[src/rtl/march_bist_ctrl_if.sv]
// Command, status and read-data bundle between the March BIST controller and its environment.
// Latency: none (wires only).
// Backpressure: none; the memory side accepts one command per cycle.
interface march_bist_ctrl_if #(
   parameter int DATA_WIDTH = 8,
   parameter int ADDR_WIDTH = 4,
   parameter int CNT_WIDTH  = 8
);
   logic                  start;
   logic                  mem_write_read;
   logic [ADDR_WIDTH-1:0] mem_address;
   logic [DATA_WIDTH-1:0] mem_wdata;
   logic [DATA_WIDTH-1:0] mem_rdata;
   logic                  busy;
   logic                  done;
   logic                  fail;
   logic [ADDR_WIDTH-1:0] fail_addr;
   logic [2:0]            fail_elem;
   logic [DATA_WIDTH-1:0] fail_data;
   logic [CNT_WIDTH-1:0]  fail_count;

   // controller side: drives memory commands and status
   modport master (
      input  start, mem_rdata,
      output mem_write_read, mem_address, mem_wdata,
      output busy, done, fail, fail_addr, fail_elem, fail_data, fail_count
   );

   // test-mode top / memory side
   modport slave (
      output start, mem_rdata,
      input  mem_write_read, mem_address, mem_wdata,
      input  busy, done, fail, fail_addr, fail_elem, fail_data, fail_count
   );
endinterface

[src/rtl/march_bist_ctrl.sv]
// March C- BIST controller: six March elements over the memory, one command per cycle, first-fail capture.
// Latency: first command two cycles after start is sampled; compare two cycles after each read; done 10N+5 cycles after start.
// Backpressure: none; commands stream without stalls and start is ignored while a test is in progress.
module march_bist_ctrl #(
   parameter int DATA_WIDTH = 8,
   parameter int ADDR_WIDTH = 4,
   parameter int LAST_ADDR  = 2**ADDR_WIDTH-1,
   parameter int CNT_WIDTH  = 8
) (
   input  logic              clk,
   input  logic              rst_n,
   march_bist_ctrl_if.master bus
);

   localparam logic [1:0] S_IDLE  = 2'd0;
   localparam logic [1:0] S_RUN   = 2'd1;
   localparam logic [1:0] S_DRAIN = 2'd2;
   localparam logic [1:0] S_DONE  = 2'd3;

   localparam logic [ADDR_WIDTH-1:0] LAST_A = ADDR_WIDTH'(LAST_ADDR);
   localparam logic [ADDR_WIDTH-1:0] ONE_A  = ADDR_WIDTH'(1);
   // Drain spans both command registers, both tag stages and the compare register.
   localparam logic [2:0]            DRAIN_LAST = 3'd4;

   logic [1:0]            state_q, state_d;
   logic [2:0]            elem_q, elem_d;
   logic [ADDR_WIDTH-1:0] addr_q, addr_d;
   logic                  op_q, op_d;
   logic [2:0]            drain_q, drain_d;
   logic                  clear_stat;

   logic                  two_op, down, last_op, addr_end;
   logic                  g_vld, g_wr, g_bg;
   logic [DATA_WIDTH-1:0] g_data;

   logic                  s1_vld_q, s1_wr_q;
   logic [ADDR_WIDTH-1:0] s1_addr_q;
   logic [DATA_WIDTH-1:0] s1_exp_q, wdata_q;
   logic [2:0]            s1_elem_q;

   logic                  wr2_q, rd2_q;
   logic [ADDR_WIDTH-1:0] addr2_q;
   logic [DATA_WIDTH-1:0] exp2_q;
   logic [2:0]            elem2_q;

   logic                  t1_rd_q, t2_rd_q;
   logic [DATA_WIDTH-1:0] t1_exp_q, t2_exp_q;
   logic [ADDR_WIDTH-1:0] t1_addr_q, t2_addr_q;
   logic [2:0]            t1_elem_q, t2_elem_q;

   logic                  busy_q, done_q, fail_q, miss;
   logic [ADDR_WIDTH-1:0] fail_addr_q;
   logic [2:0]            fail_elem_q;
   logic [DATA_WIDTH-1:0] fail_data_q;
   logic [CNT_WIDTH-1:0]  fail_cnt_q;

   // Generator stage G. E0 is w0 and E5 is r0; E1..E4 are read-then-write pairs.
   // Odd elements read 0 / write 1, even ones read 1 / write 0; E3/E4 walk downwards.
   assign two_op   = (elem_q != 3'd0) && (elem_q != 3'd5);
   assign down     = (elem_q == 3'd3) || (elem_q == 3'd4);
   assign g_vld    = (state_q == S_RUN);
   assign g_wr     = two_op ? op_q : (elem_q == 3'd0);
   assign g_bg     = two_op & ~(elem_q[0] ^ op_q);
   assign g_data   = {DATA_WIDTH{g_bg}};
   assign last_op  = ~two_op | op_q;
   assign addr_end = down ? (addr_q == '0) : (addr_q == LAST_A);

   // Next-state: op within element, then address, then element; end found by compare, never by wrap.
   always_comb begin
      state_d    = state_q;
      elem_d     = elem_q;
      addr_d     = addr_q;
      op_d       = op_q;
      drain_d    = drain_q;
      clear_stat = 1'b0;
      case (state_q)
         S_IDLE, S_DONE: begin
            if (bus.start) begin
               state_d    = S_RUN;
               elem_d     = 3'd0;
               addr_d     = '0;
               op_d       = 1'b0;
               clear_stat = 1'b1;
            end
         end
         S_RUN: begin
            if (!last_op) begin
               op_d = 1'b1;
            end else begin
               op_d = 1'b0;
               if (!addr_end) begin
                  addr_d = down ? (addr_q - ONE_A) : (addr_q + ONE_A);
               end else if (elem_q == 3'd5) begin
                  state_d = S_DRAIN;
                  drain_d = 3'd0;
               end else begin
                  elem_d = elem_q + 3'd1;
                  addr_d = ((elem_q == 3'd2) || (elem_q == 3'd3)) ? LAST_A : '0;
               end
            end
         end
         S_DRAIN: begin
            if (drain_q == DRAIN_LAST) state_d = S_DONE;
            else                       drain_d = drain_q + 3'd1;
         end
         default: state_d = S_IDLE;
      endcase
   end

   // FSM, sequence counters and busy/done flags.
   always_ff @(posedge clk or negedge rst_n) begin
      if (!rst_n) begin
         state_q <= S_IDLE;
         elem_q  <= 3'd0;
         addr_q  <= '0;
         op_q    <= 1'b0;
         drain_q <= 3'd0;
         busy_q  <= 1'b0;
         done_q  <= 1'b0;
      end else begin
         state_q <= state_d;
         elem_q  <= elem_d;
         addr_q  <= addr_d;
         op_q    <= op_d;
         drain_q <= drain_d;
         busy_q  <= (state_d == S_RUN) || (state_d == S_DRAIN);
         done_q  <= (state_d == S_DONE);
      end
   end

   // Two command registers: write data leaves one cycle ahead of its command; address holds when idle.
   always_ff @(posedge clk or negedge rst_n) begin
      if (!rst_n) begin
         s1_vld_q  <= 1'b0;
         s1_wr_q   <= 1'b0;
         s1_addr_q <= '0;
         s1_exp_q  <= '0;
         s1_elem_q <= 3'd0;
         wdata_q   <= '0;
         wr2_q     <= 1'b0;
         rd2_q     <= 1'b0;
         addr2_q   <= '0;
         exp2_q    <= '0;
         elem2_q   <= 3'd0;
      end else begin
         s1_vld_q  <= g_vld;
         s1_wr_q   <= g_vld & g_wr;
         s1_addr_q <= addr_q;
         s1_exp_q  <= g_data;
         s1_elem_q <= elem_q;
         wdata_q   <= (g_vld && g_wr) ? g_data : '0;
         wr2_q     <= s1_vld_q & s1_wr_q;
         rd2_q     <= s1_vld_q & ~s1_wr_q;
         exp2_q    <= s1_exp_q;
         elem2_q   <= s1_elem_q;
         if (s1_vld_q) addr2_q <= s1_addr_q;
      end
   end

   // Read tags follow the memory's two-cycle read latency so the compare sees the matching data.
   always_ff @(posedge clk or negedge rst_n) begin
      if (!rst_n) begin
         t1_rd_q   <= 1'b0;
         t1_exp_q  <= '0;
         t1_addr_q <= '0;
         t1_elem_q <= 3'd0;
         t2_rd_q   <= 1'b0;
         t2_exp_q  <= '0;
         t2_addr_q <= '0;
         t2_elem_q <= 3'd0;
      end else begin
         t1_rd_q   <= rd2_q;
         t1_exp_q  <= exp2_q;
         t1_addr_q <= addr2_q;
         t1_elem_q <= elem2_q;
         t2_rd_q   <= t1_rd_q;
         t2_exp_q  <= t1_exp_q;
         t2_addr_q <= t1_addr_q;
         t2_elem_q <= t1_elem_q;
      end
   end

   assign miss = t2_rd_q && (bus.mem_rdata != t2_exp_q);

   // Sticky fail status: count saturates, diagnostics freeze at the first miscompare of a run.
   always_ff @(posedge clk or negedge rst_n) begin
      if (!rst_n) begin
         fail_q      <= 1'b0;
         fail_cnt_q  <= '0;
         fail_addr_q <= '0;
         fail_elem_q <= 3'd0;
         fail_data_q <= '0;
      end else if (clear_stat) begin
         fail_q      <= 1'b0;
         fail_cnt_q  <= '0;
         fail_addr_q <= '0;
         fail_elem_q <= 3'd0;
         fail_data_q <= '0;
      end else if (miss) begin
         fail_q <= 1'b1;
         if (fail_cnt_q != {CNT_WIDTH{1'b1}}) fail_cnt_q <= fail_cnt_q + CNT_WIDTH'(1);
         if (!fail_q) begin
            fail_addr_q <= t2_addr_q;
            fail_elem_q <= t2_elem_q;
            fail_data_q <= bus.mem_rdata;
         end
      end
   end

   assign bus.mem_write_read = wr2_q;
   assign bus.mem_address    = addr2_q;
   assign bus.mem_wdata      = wdata_q;
   assign bus.busy           = busy_q;
   assign bus.done           = done_q;
   assign bus.fail           = fail_q;
   assign bus.fail_addr      = fail_addr_q;
   assign bus.fail_elem      = fail_elem_q;
   assign bus.fail_data      = fail_data_q;
   assign bus.fail_count     = fail_cnt_q;

endmodule
[src/flat_wrapper.sv]
// flat-port wrapper written by rule: the top's interface ports become plain ports
module march_bist_ctrl_flat 
#(
   parameter int DATA_WIDTH = 8,
   parameter int ADDR_WIDTH = 4,
   parameter int LAST_ADDR  = 2**ADDR_WIDTH-1,
   parameter int CNT_WIDTH  = 8
)
  (clk, rst_n, bus_start, bus_mem_rdata, bus_mem_write_read, bus_mem_address, bus_mem_wdata, bus_busy, bus_done, bus_fail, bus_fail_addr, bus_fail_elem, bus_fail_data, bus_fail_count);
  march_bist_ctrl_if #(.DATA_WIDTH(DATA_WIDTH), .ADDR_WIDTH(ADDR_WIDTH), .CNT_WIDTH(CNT_WIDTH)) bus_i ();
  input  logic clk;
  input  logic rst_n;
  input wire logic [$bits(bus_i.start)-1:0] bus_start;
  input wire logic [$bits(bus_i.mem_rdata)-1:0] bus_mem_rdata;
  output wire logic [$bits(bus_i.mem_write_read)-1:0] bus_mem_write_read;
  output wire logic [$bits(bus_i.mem_address)-1:0] bus_mem_address;
  output wire logic [$bits(bus_i.mem_wdata)-1:0] bus_mem_wdata;
  output wire logic [$bits(bus_i.busy)-1:0] bus_busy;
  output wire logic [$bits(bus_i.done)-1:0] bus_done;
  output wire logic [$bits(bus_i.fail)-1:0] bus_fail;
  output wire logic [$bits(bus_i.fail_addr)-1:0] bus_fail_addr;
  output wire logic [$bits(bus_i.fail_elem)-1:0] bus_fail_elem;
  output wire logic [$bits(bus_i.fail_data)-1:0] bus_fail_data;
  output wire logic [$bits(bus_i.fail_count)-1:0] bus_fail_count;
  assign bus_i.start = bus_start;
  assign bus_i.mem_rdata = bus_mem_rdata;
  assign bus_mem_write_read = bus_i.mem_write_read;
  assign bus_mem_address = bus_i.mem_address;
  assign bus_mem_wdata = bus_i.mem_wdata;
  assign bus_busy = bus_i.busy;
  assign bus_done = bus_i.done;
  assign bus_fail = bus_i.fail;
  assign bus_fail_addr = bus_i.fail_addr;
  assign bus_fail_elem = bus_i.fail_elem;
  assign bus_fail_data = bus_i.fail_data;
  assign bus_fail_count = bus_i.fail_count;
  march_bist_ctrl #(.DATA_WIDTH(DATA_WIDTH), .ADDR_WIDTH(ADDR_WIDTH), .LAST_ADDR(LAST_ADDR), .CNT_WIDTH(CNT_WIDTH)) u_core (.clk(clk), .rst_n(rst_n), .bus(bus_i));
endmodule
[config.mk]
export PLATFORM = sky130hd
export DESIGN_NAME = march_bist_ctrl_flat
export DESIGN_NICKNAME = d
export VERILOG_FILES = /design/src/rtl/march_bist_ctrl_if.sv /design/src/rtl/march_bist_ctrl.sv /design/src/flat_wrapper.sv
export SDC_FILE = /design/constraint.sdc
export NUM_CORES = 1
export LEC_CHECK = 0
export BUFFER_PORTS_ARGS = -buffer_cell sky130_fd_sc_hd__buf_2
export CAP_MARGIN = 0
export CORE_MARGIN = 1.5
export CORE_UTILIZATION = 60
export DETAILED_ROUTE_END_ITERATION = 8
export PLACE_DENSITY = 0.84
export SYNTH_ARGS = -nofsm -noshare
export SYNTH_HDL_FRONTEND = slang
export SYNTH_SLANG_ARGS = --single-unit
[constraint.sdc]
create_clock -name clk -period 6.8 [get_ports clk]
set_input_delay 1.02 -clock clk [delete_from_list [all_inputs] [get_ports clk]]
set_output_delay 1.02 -clock clk [all_outputs]
set_load 0.1 [all_outputs]
# Yosys cells after proc, flatten, opt, wreduce, memory -nomap -nowiden
# Cells that the tools add are included.
# op_classes
reduce_logical	21
n_mux	45
n_addsub	5
bitwise_logic	9
n_eq_ne	23
# op_table
cell	count
two-way mux 8 bit	7
two-way mux 4 bit	9
two-way mux 3 bit	11
case mux 3 bit (2 select lines)	2
two-way mux 2 bit	5
AND reduction 5 bit	2
== test 3 bit, second input constant	3
adder 8 x 1 -> 8 bit, second input constant	1
== test 2 bit, second input constant	4
two-way mux 1 bit	8
!= test 2 bit, second input constant	4
!= test 8 bit	1
!= test 8 bit, second input constant	1
case mux 4 bit (2 select lines)	1
nonzero test 2 bit	4
adder 3 x 1 -> 3 bit, second input constant	2
== test 3 x 2 -> 1 bit, second input constant	2
!= test 2 x 1 -> 1 bit, second input constant	3
!= test 3 bit, second input constant	2
case mux 2 bit (3 select lines)	1
AND reduction 2 bit	3
adder 4 x 1 -> 4 bit, second input constant	1
AND 1 bit	4
== test 2 x 1 -> 1 bit, second input constant	2
other kinds (14)	20
# totals
input_bits	11
wordCells	134
output_inout_bits	39
regBits	85

# Logic depth before layout (Yosys ltp)
# depth
word_depth	8
ltp_mapped	10
depth_no_buf	10

# Worst setup path before layout
# No wires, ideal clock.
# synth_timing
path_type	input -> register
from	in bus_mem_rdata[3]
to	reg u_core.fail_data_q[0] (netlist: u_core.bus.fail_data[0])
setup_ps	130
t_arrival_ps	2394
required_time_ps	6670
stages	5
n_path_buf	1
setup_slack_ps	4277
path_cell_list	or4_4 > nor4_4 > or3_2 > clkbuf_2 > o21ai_0
# synth_between
elab_chain_cells	4
# synth_rtl
item	line	source
start, declared	flat_wrapper.sv:14	input wire logic [$bits(bus_i.mem_rdata)-1:0] bus_mem_rdata;
!= test 8 bit	march_bist_ctrl.sv:183	assign miss = t2_rd_q && (bus.mem_rdata != t2_exp_q);
logical AND 1 bit	march_bist_ctrl.sv:183	
nonzero test 2 bit (no source line)	--	
AND reduction 2 bit (no source line)	--	
end signal, assigned	march_bist_ctrl.sv:205	fail_data_q <= bus.mem_rdata;
end, declared	march_bist_ctrl.sv:54	logic [DATA_WIDTH-1:0] fail_data_q;
# Every way passes these cells.
# A chain may end at the register's enable or synchronous reset.

# Final worst setup path
# layout_timing
from	in bus_mem_rdata[3]
to	reg u_core.fail_data_q[4] (netlist: u_core.bus.fail_data[4])
# The elaborated chain is that of the path after synthesis.

==> impl_metrics.toml <==
[setup_path]
required_ns = 7.05
slowest_delay_ns = 0.54
cp.arrival_ns = 2.88
crit_chain = "buf_2 -> or4_4 -> nor4_4 -> or3_2 -> nand3_1 -> o21ai_0"
crit_fanout = 30
critPathLaunchType = "input port"
end_kind = "flip-flop"
critical_path_class = "input port to flip-flop"
cp_slowest_cell = "or4_4"

[synth]
synth_top_area_cell = "dfrtp_1"
synth_most_common_cell = "dfrtp_1"
synth_nets = 311
syn_inst = 288
yosys-top-cells-area = "dfrtp_1 59%, ha_1 4.2%, nand3_1 3.3%"
yosys_warnings = 0
synth_flop_cell = "dfrtp_1"
synth_area_mm2 = 0.00329
ys_async_sr_fraction_pct = 100
synth_top_area_share_pct = 59.3
ys_seq_area_share_pct = 59.3
postSynthAreaPerCell_um2 = 11.4
ys_types = 46
synth_edf_count = 0
synth_common_cells = "78 x dfrtp_1, 28 x nand2_1, 22 x nand3_1"
synth_seq_cells = 78

[timing]
finalCritPeriodShare_pct = 38.8
totalNegativeSetupSlack_ns = 0
setup_viol = 0
drv_slew = 0
skew_ns = 0.00819
rsz0062_at_grt = "no"
max_clock_freq_mhz = 379
hold_viol = 0
period_needed_ns = 2.64
worstMarginPinSlew_ns = 0.974
max_slew_margin_pct = 34.9

[clock_network]
cts.sinks = 78
cts_hold_buf = 0
clk_latency_ns = 0.34
cts_tree = "built"
cts_buffer_depth = 2
numCtsBuffers = 9
htreeDepth = 3
cts_setup_buffers = 0
postCtsResizedCells = 0
clkTransAtPathRegs_ns = 0.08
cts_root_buffer = "clkbuf_8"

[floorplan]
ioPinCount = 50
fp.dieH_um = 77.1
core_area_mm2 = 0.00520
initial_core_util_pct = 63.2
die_x_um = 77.1
dieArea_mm2 = 0.00594
rows = 26

[route]
routed_wirelength_um = 5880
via_per_inst = 5.51
ant_nets = 0
post-route-drc-count = 0
routedWlPerCell_um = 14.5
initialDrtViolationCount = 173
via_count = 2236
dr.pass1.iters = 4

[final_layout]
syn_to_final_growth_pct = 13.1
diodes = 0
num-nets-final = 354
num-fill-cells = 351
drive_above_1_share_pct = 23.2

[status]
status = "completed"

[global_routing]
grt_pass1_wl_um = 9700
grt_usage_pct = 21.4
grt_max_degree = 79
first_global_vias = 2055
antenna_found_initial = 0
gr-total-overflow = 0

[place]
hpwl_um = 3860
gp_congestion = 0.831
io_buffers = 49

[worst_hold_path]
min_path_type = "flip-flop to flip-flop"

[job]
drv_cap = 0
-- through the flow --
step,utilization [%],setup slack [ns],area (µm²),hold slack [ns],instances
after detailed placement,67.5,3.84,3510,0.335,390
after global routing,71.5,4.04,3720,0.354,406
after global placement,67.5,3.92,3510,0.332,390
after CTS,71.5,4.17,3720,0.345,406
after floorplan,-,4.28,3290,0.331,288
final,71.5,4.16,3720,0.341,406
-- worst max-delay path, delay by kind of cell --
kind	cells	cell delay, ns
AO/OA/AOI/OAI	1	0.14
buffers and inverters	1	0.11
AND/OR/NAND/NOR	4	1.60
-- final cells by class --
type | count | area [µm²] | area share [%]
repair buffers | 50 | 255 | 6.86
clock inverters | 5 | 57.6 | 1.55
flip-flops and latches | 78 | 1950 | 52.4
inverters | 14 | 52.6 | 1.41
well taps | 70 | 87.6 | 2.35
multi-input cells | 178 | 1170 | 31.3
clock buffers | 11 | 151 | 4.07
-- state kept, by name, summed over array words and instances (netlist names), 2 cells and up --
register and flops:
u_core.addr_q 4, u_core.bus.fail_addr 4, u_core.bus.fail_count 8, u_core.bus.fail_data 8
u_core.bus.fail_elem 3, u_core.bus.mem_address 4, u_core.drain_q 3, u_core.elem2_q 3
u_core.elem_q 3, u_core.s1_addr_q 4, u_core.s1_elem_q 3, u_core.state_q 2
u_core.t1_addr_q 4, u_core.t1_elem_q 3, u_core.t2_addr_q 4, u_core.t2_elem_q 3
-- layer usage --
layer	GRT usage (%)	routed length, µm	up-vias
li1	-	-	1088
met4	9.64	119	0
met5	0	0	-
met3	5.60	279	12
met2	35.3	2990	60
met1	26.5	2490	1076
-- path summary, 6_finish.rpt --
check,from,endpoint,slack (ns),cells after the start
setup reg to reg,u_core.elem_q[0],u_core.addr_q[3],4.41,10
max in group asynchronous,rst_n,u_core.t1_rd_q,5.38,1
min in group asynchronous,rst_n,u_core.bus.fail_addr[0],0.81,1
hold / removal,u_core.t1_addr_q[1],u_core.t2_addr_q[1],0.34,0
hold reg to reg,u_core.t1_addr_q[1],u_core.t2_addr_q[1],0.34,0
setup / recovery,bus_mem_rdata[3],u_core.bus.fail_data[4],4.16,6
-- cell families after synthesis --
group	after synthesis	share of synthesized area [%]
xor+xnor	9	2.40
mux	9	3.31
fa+ha+maj	12	4.79
flops	78	59.3
simple gates	93	14.3
buf+inv	32	5.25
compound gates	55	10.6
-- layout by cell type (no fill, tap or decap), types with 5 or more instances in the layout --
cell,count
clkbuf_8,11
a21oi_1,7
a31oi_1,5
a22o_1,5
dfrtp_1,78
mux2_2,5
nand3_1,22
inv_1,14
ha_1,11
nand2_1,28
xnor2_1,7
buf_2,48
nor2_1,16
nor4_1,5
o21ai_0,21
Power is left out: the tool's default activity adds up to more than one toggle a clock period on the data nets, which glitch-free logic cannot reach.
